$ cat config.mk
export PLATFORM = sky130hd
export DESIGN_NAME = tpu_cmd_sequencer
export DESIGN_NICKNAME = d
export VERILOG_FILES = /design/src/rtl/tpu_cmd_sequencer.sv
export SDC_FILE = /design/constraint.sdc
export NUM_CORES = 1
export LEC_CHECK = 0
export CORE_AREA = 4 4 126 140
export CTS_CLUSTER_SIZE = 12
export DETAILED_ROUTE_END_ITERATION = 7
export DIE_AREA = 0 0 130 144
export PLACE_DENSITY = 0.91
export SYNTH_ARGS = -nofsm -noshare
export SYNTH_HDL_FRONTEND = slang
export SYNTH_SLANG_ARGS = --single-unit
export TNS_END_PERCENT = 100
$ cat constraint.sdc
create_clock -name clk -period 2.4 [get_ports clk]
set_input_delay 0.72 -clock clk [delete_from_list [all_inputs] [get_ports clk]]
set_output_delay 0.72 -clock clk [all_outputs]
set_load 0.01 [all_outputs]
$ cat src/rtl/tpu_cmd_sequencer.sv
// CFU command sequencer: one instruction at a time, one TPU strobe per issue, response held until accepted.
// Optional WAIT_DONE timeout/abort enabled by defining TPU_SEQ_TIMEOUT_EN.
module tpu_cmd_sequencer #(
    parameter int TIMEOUT_CYCLES = 65535,
    parameter int CNT_W          = 32
) (
    input  logic        clk,
    input  logic        rst_n,
    input  logic        cmd_valid,
    output logic        cmd_ready,
    input  logic [9:0]  cmd_payload_function_id,
    input  logic [31:0] cmd_payload_inputs_0,
    input  logic [31:0] cmd_payload_inputs_1,
    output logic        rsp_valid,
    input  logic        rsp_ready,
    output logic [31:0] rsp_payload_outputs_0,
    output logic [2:0]  tpu_funct,
    output logic [31:0] tpu_input0,
    output logic [31:0] tpu_input1,
    input  logic [31:0] tpu_result,
    input  logic        tpu_done,
    output logic        tpu_abort,
    output logic        seq_busy
);

    typedef enum logic [2:0] {S_IDLE, S_ISSUE, S_CAPTURE, S_WAIT, S_RESP} state_t;

    state_t           state, state_nx;
    logic [2:0]       op;
    logic [2:0]       cmd_op;
    logic [CNT_W-1:0] cyc_cnt, last_cnt;
    logic [31:0]      out_reg;
    logic             timeout_hit;

    assign cmd_op = cmd_payload_function_id[2:0];

`ifdef TPU_SEQ_TIMEOUT_EN
    localparam logic [CNT_W-1:0] TIMEOUT_LIM = CNT_W'(TIMEOUT_CYCLES);
    // a done pulse landing on the limit cycle takes priority over the abort
    assign timeout_hit = (cyc_cnt == TIMEOUT_LIM) && !tpu_done;
    logic unused_ok;
    assign unused_ok = &{1'b0, cmd_payload_function_id[9:3]};
`else
    assign timeout_hit = 1'b0;
    logic unused_ok;
    assign unused_ok = &{1'b0, cmd_payload_function_id[9:3], (TIMEOUT_CYCLES != 0)};
`endif

    function automatic logic no_issue(input logic [2:0] o);
        return (o == 3'd0) || (o == 3'd6);
    endfunction

    always_ff @(posedge clk or negedge rst_n) begin
        if (!rst_n) state <= S_IDLE;
        else        state <= state_nx;
    end

    always_comb begin
        state_nx  = state;
        cmd_ready = 1'b0;
        rsp_valid = 1'b0;
        seq_busy  = 1'b1;
        case (state)
            S_IDLE: begin
                cmd_ready = 1'b1;
                seq_busy  = 1'b0;
                if (cmd_valid) state_nx = no_issue(cmd_op) ? S_RESP : S_ISSUE;
            end
            S_ISSUE:   state_nx = (op == 3'd4) ? S_WAIT : S_CAPTURE;
            S_CAPTURE: state_nx = S_RESP;
            S_WAIT:    if (tpu_done || timeout_hit) state_nx = S_RESP;
            S_RESP: begin
                rsp_valid = 1'b1;
                if (rsp_ready) state_nx = S_IDLE;
            end
            default:   state_nx = S_IDLE;
        endcase
    end

    always_ff @(posedge clk or negedge rst_n) begin
        if (!rst_n) begin
            op         <= '0;
            tpu_funct  <= '0;
            tpu_input0 <= '0;
            tpu_input1 <= '0;
            tpu_abort  <= 1'b0;
            out_reg    <= '0;
            cyc_cnt    <= '0;
            last_cnt   <= '0;
        end else begin
            tpu_funct <= '0;
            tpu_abort <= 1'b0;
            case (state)
                S_IDLE: if (cmd_valid) begin
                    op         <= cmd_op;
                    tpu_input0 <= cmd_payload_inputs_0;
                    tpu_input1 <= cmd_payload_inputs_1;
                    // strobe is registered so it lands exactly in the ISSUE cycle
                    if (!no_issue(cmd_op)) tpu_funct <= cmd_op;
                    out_reg <= (cmd_op == 3'd6) ? 32'(last_cnt) : '0;
                end
                S_ISSUE: if (op == 3'd4) cyc_cnt <= CNT_W'(1);
                S_CAPTURE: out_reg <= ((op == 3'd3) || (op == 3'd7)) ? tpu_result : '0;
                S_WAIT: begin
                    if (tpu_done) begin
                        last_cnt <= cyc_cnt;
                        out_reg  <= 32'(cyc_cnt);
                    end else if (timeout_hit) begin
                        tpu_abort <= 1'b1;
                        out_reg   <= '1;
                    end else if (cyc_cnt != '1) begin
                        cyc_cnt <= cyc_cnt + 1'b1;
                    end
                end
                default: ;
            endcase
        end
    end

    assign rsp_payload_outputs_0 = out_reg;

endmodule

# Word level (Yosys, flattened, before mapping)
# Index checks and enable logic that the tools add are counted.
word_totals:
  ram_bits: 0
  inputBits: 111
  output_inout_bits: 103
  n_memories: 0
  latchBits: 0
  word_cells: 56
  ff_bits: 169
  romBits: 0
op_classes:
  reduce_logical: 11
  n_eq_ne: 15
  n_mux: 21
  shift: 0
  n_bitwise: 0
  n_lt_le_gt_ge: 0
  n_div: 0
  n_addsub: 1
  multipliers: 0
ops:
  columns: ["op", "n"]
  rows:
  - ["32-bit two-way mux", 7]
  - ["32-bit case mux with 3 select lines", 1]
  - ["32-bit case mux with 2 select lines", 1]
  - ["32-bit by 1-bit adder with 32-bit output, second input constant", 1]
  - ["32-bit inequality test, second input constant", 1]
  - ["3-bit two-way mux", 7]
  - ["3-bit case mux with 5 select lines", 1]
  - ["3-bit == test, second input constant", 4]
  - ["2-bit inequality test, second input constant", 6]
  - ["3-bit by 2-bit == test with 1-bit output, second input constant", 3]
  - ["3-bit logical NOT", 2]
  - ["3-bit AND reduction", 2]
  - ["1-bit two-way mux", 4]
  - ["2-bit AND reduction", 2]
  - ["4-bit AND reduction", 1]
  - ["3-bit by 1-bit == test with 1-bit output, second input constant", 1]
  - ["3-bit nonzero test", 1]
  - ["1-bit logical OR", 2]
  - ["2-bit nonzero test", 1]

# Depth between registers and ports, before layout
logic_depth:
  depth_word: 5
  depth_mapped: 9
  depth_no_buf: 6

# Least setup slack after synthesis
# OpenSTA, ideal clock, no wires.
synth_timing:
  path_type: "register to register"
  startpoint: "reg state[0]"
  endpoint: "reg tpu_input1[1]"
  stages_incl_launch_ff: 9
  path_buffers: 4
  arrival_ns: 1.931
  synth_period_minus_slack_ns: 2.058
  setup_slack_ns: 0.342
  path_cell_list: "dfrtp_1 > buf_2 > or3_1 > inv_2 > and2_1 > buf_2 > buf_4 > buf_4 > mux2_1"
synth_between:
  elab_chain_cells: 2
synth_rtl:
  columns: ["item", "line", "text"]
  rows:
  - ["start, declared", "28", "state_t state, state_nx;"]
  - ["start signal, assigned", "55", "else state <= state_nx;"]
  - ["3-bit logical NOT", "93", "case (state)"]
  - ["2-bit AND reduction (no line)", null, null]
  - ["end signal, assigned", "97", "tpu_input1 <= cmd_payload_inputs_1;"]
  - ["end, declared", "19", "output logic [31:0] tpu_input1,"]
# Every way passes these cells.
# A chain may end at the register's enable or synchronous reset.

# Worst setup path in the final report
layout_timing:
  startpoint: "reg state[2]"
  endpoint: "out cmd_ready"
layout_between:
  elab_chain_cells: 2
layout_rtl:
  columns: ["item", "line", "text"]
  rows:
  - ["3-bit logical NOT", "63", "case (state)"]
  - ["1-bit two-way mux", "63", null]
  - ["end, declared", "10", "output logic cmd_ready,"]
# Every way passes these cells.

==> flow_summary.yaml <==
worst_setup_path:
  crit_arrival_ns: 1.58
  r2r_slack_ns: 0.23
  cp_max_fo: 3
  startpoint_type: "flip-flop"
  r2r_end: "cyc_cnt[25]$_DFFE_PN0P_"
  timing_worst_setup_path_type: "flip-flop to output pin"
  crit_end: "cmd_ready"
  crit_start: "state[2]$_DFFE_PN0P_"
  critical_path_required_ns: 1.68
  r2r-start: "cyc_cnt[29]$_DFFE_PN0P_"
  rr_worst_depth: 5
  end_kind: "output pin"
final_layout:
  final_util: 0.663
  fin_cells: 1081
  mostFrequentLayoutCell: "clkdlybuf4s50_1"
  area_delta_synth_final_pct: 40.7
  multi_input_area_sq_mm: 0.00317
  final_layout_size_suffix_gt1_frac: 0.204
  nFillCells: 1164
  final_cell_mix: "clkdlybuf4s50_1 (201), dfrtp_1 (169), mux2_2 (83)"
  nNetsFinal: 976
  ff_latch_area_sq_mm: 0.00423
  antenna-diode-count: 0
yosys:
  ys_top_cells_by_area: "dfrtp_1 (55%), mux2_2 (12%), a222oi_1 (2.5%)"
  synth_top_area_cell: "dfrtp_1"
  synthesis.area_sq_mm: 0.00763
  synthArstFlopShare: 1.00
  synth_warnings: 0
  synth_edf_count: 0
  synth_top_area_share: 0.554
  syn_avg_cell_area_sq_um: 11.8
  ys_types: 66
  synth_cells: 646
  synthFlopType: "dfrtp_1"
  synth-seq-area-share: 0.554
  ys_seq_elements: 169
  syn-num-nets: 758
cts:
  cts_tree: "yes"
  cts_made_buffers: 17
  clk_path_buf_depth: 2
  cts_root_buffer: "clkbuf_16"
  path_clk_slew_ns: 0.06
  cts_hold_buf: 0
  cts.sinks: 169
  htree_levels: 4
  insertion_delay_ns: 0.44
sta:
  whs_ns: 0.232
  fin_skew_ns: 0.0123
  relSlewSlack: 0.439
  rsz0062_at_grt: "false"
  setup_tns_ns: 0
  finalHoldViolCount: 0
  final_max_slew_viol_count: 0
  max_freq_mhz: 434
  period_minus_slack_ns: 2.30
  setup_viol: 0
  post-route-period-util: 0.960
  tightest_slew_ns: 0.835
die:
  initial_core_util: 0.472
  dieWidth_microns: 130
  die_y_microns: 144
  core_sq_mm: 0.0162
  io_pins: 214
  fp-row-count: 49
  dieArea_sq_mm: 0.0187
detailed_routing:
  post_drt_via_cell_ratio: 5.77
  ant_nets: 0
  wl_microns: 20700
  drc: 0
  wl_per_cell_microns: 19.2
  drtIter0Drc: 579
  vias: 6239
  dr.pass1.iters: 5
placed_design:
  numPortBuffers: 205
  dp_hpwl_microns: 14600
  place_congestion: 0.875
  dp.cells: 1048
run:
  drv_cap: 0
global_route:
  grt_max_degree: 65
  grt_usage: 0.223
  met1_usage: 0.258
  met2_usage: 0.377
  grt.busiest_layer: "met2"
  grt_pass1_wl_microns: 32800
  grt_pass1_vias: 6519
  gr-total-overflow: 0
  antenna_found_initial: 0
  grt_use_met3: 0.0964
power:
  peakVddDrop_uv: 766
  p_leak_nw: 4.65
  cellPowerDensity_mw_per_mm2: 1120
status:
  status: "completed"
worst_hold_path:
  hold_class: "input port to async pin"
==> cell type report <==
type,count,area share
Timing Repair Buffer,242,0.227
Inverter,13,0.00454
Tap cell,204,0.0238
Multi-Input combinational cell,421,0.295
Sequential cell,169,0.394
Clock buffer,20,0.0425
Clock inverter,12,0.0129
==> worst max-delay path: stages, from the launching register on <==
cell           delay, ns
dfrtp_1             0.38
or3_4               0.43
inv_2               0.07
dlygate4sd2_1       0.27
==> cell usage after synthesis (8+ instances only) <==
cell type and number:
a21oi_1 33, a222oi_1 19, a22oi_1 9, a31oi_1 9, and3_1 12, buf_2 11, clkbuf_1 23, dfrtp_1 169
inv_1 12, mux2_2 83, nand2_1 37, nand3_1 17, nand4_1 8, nor2_1 46, nor3_1 12, o21ai_0 19
==> how the worst min path moves through the flow <==
stage                       startpoint                                    end  slack, ns  cells after the start
5_1_grt                          rst_n  rsp_payload_outputs_0[12]$_DFFE_PN0P_       0.26                      1
6_report                         rst_n  rsp_payload_outputs_0[12]$_DFFE_PN0P_       0.23                      1
3_3_place_gp   last_cnt[6]$_DFFE_PN0P_                last_cnt[6]$_DFFE_PN0P_       0.46                      2
4_1_cts                          rst_n                last_cnt[8]$_DFFE_PN0P_       0.24                      1
3_5_place_dp   last_cnt[6]$_DFFE_PN0P_                last_cnt[6]$_DFFE_PN0P_       0.47                      2
2_1_floorplan                    rst_n                 cyc_cnt[0]$_DFFE_PN0P_       0.42                      0
==> sequential cells by signal, summed over array words and instances, names as in the netlist <==
name,cells
last_cnt,32
cyc_cnt,32
op,3
state,3
tpu_funct,3
rsp_payload_outputs_0,32
tpu_input1,32
tpu_input0,32
==> power by group <==
part | internal, W | switching (W)
registers | 0.00392 | 0.000667
clock network | 0.00160 | 0.00118
logic | 0.00269 | 0.00202
total | 0.00822 | 0.00386
==> layer usage <==
metal | vias up | wire [microns]
li1 | 2845 | -
met1 | 3039 | 7800
met2 | 315 | 10300
met3 | 40 | 2220
met4 | 0 | 380
met5 | - | 0
==> metrics by stage <==
| stage | area [sq um] | setup slack (ns) | total power, W |
|---|---|---|---|
| after global routing | 10700 | 0.0345 | 0.0128 |
| after CTS | 10700 | 0.0364 | 0.0122 |
| final | 10700 | 0.0950 | 0.0121 |
| after detailed placement | 10100 | -0.152 | 0.00936 |
| after floorplan | 7630 | 0.342 | 0.00676 |
| after global placement | 10100 | -0.107 | 0.00919 |
==> kinds of logic (layout without fill, tap and decap cells) <==
logic type,count (synthesis),in the layout,synth area share
other,1,1,0.000491
DFF,169,169,0.554
buffers and inverters,57,287,0.0357
adders and majority gates,1,1,0.00164
muxes,94,94,0.138
xor gates and xnor gates,2,2,0.00230
and+or+nand+nor,183,183,0.139
AOI/OAI and AO/OA,139,140,0.129
==> repair_timing <==
item	in CTS	in global routing
buffers inserted	0	0
resized for setup	4	1
endpoints found under the setup margin	3	10
pin swaps	0	1
hold endpoints to repair	0	0
cloned	0	1
Power figures use the tool's default switching activity.
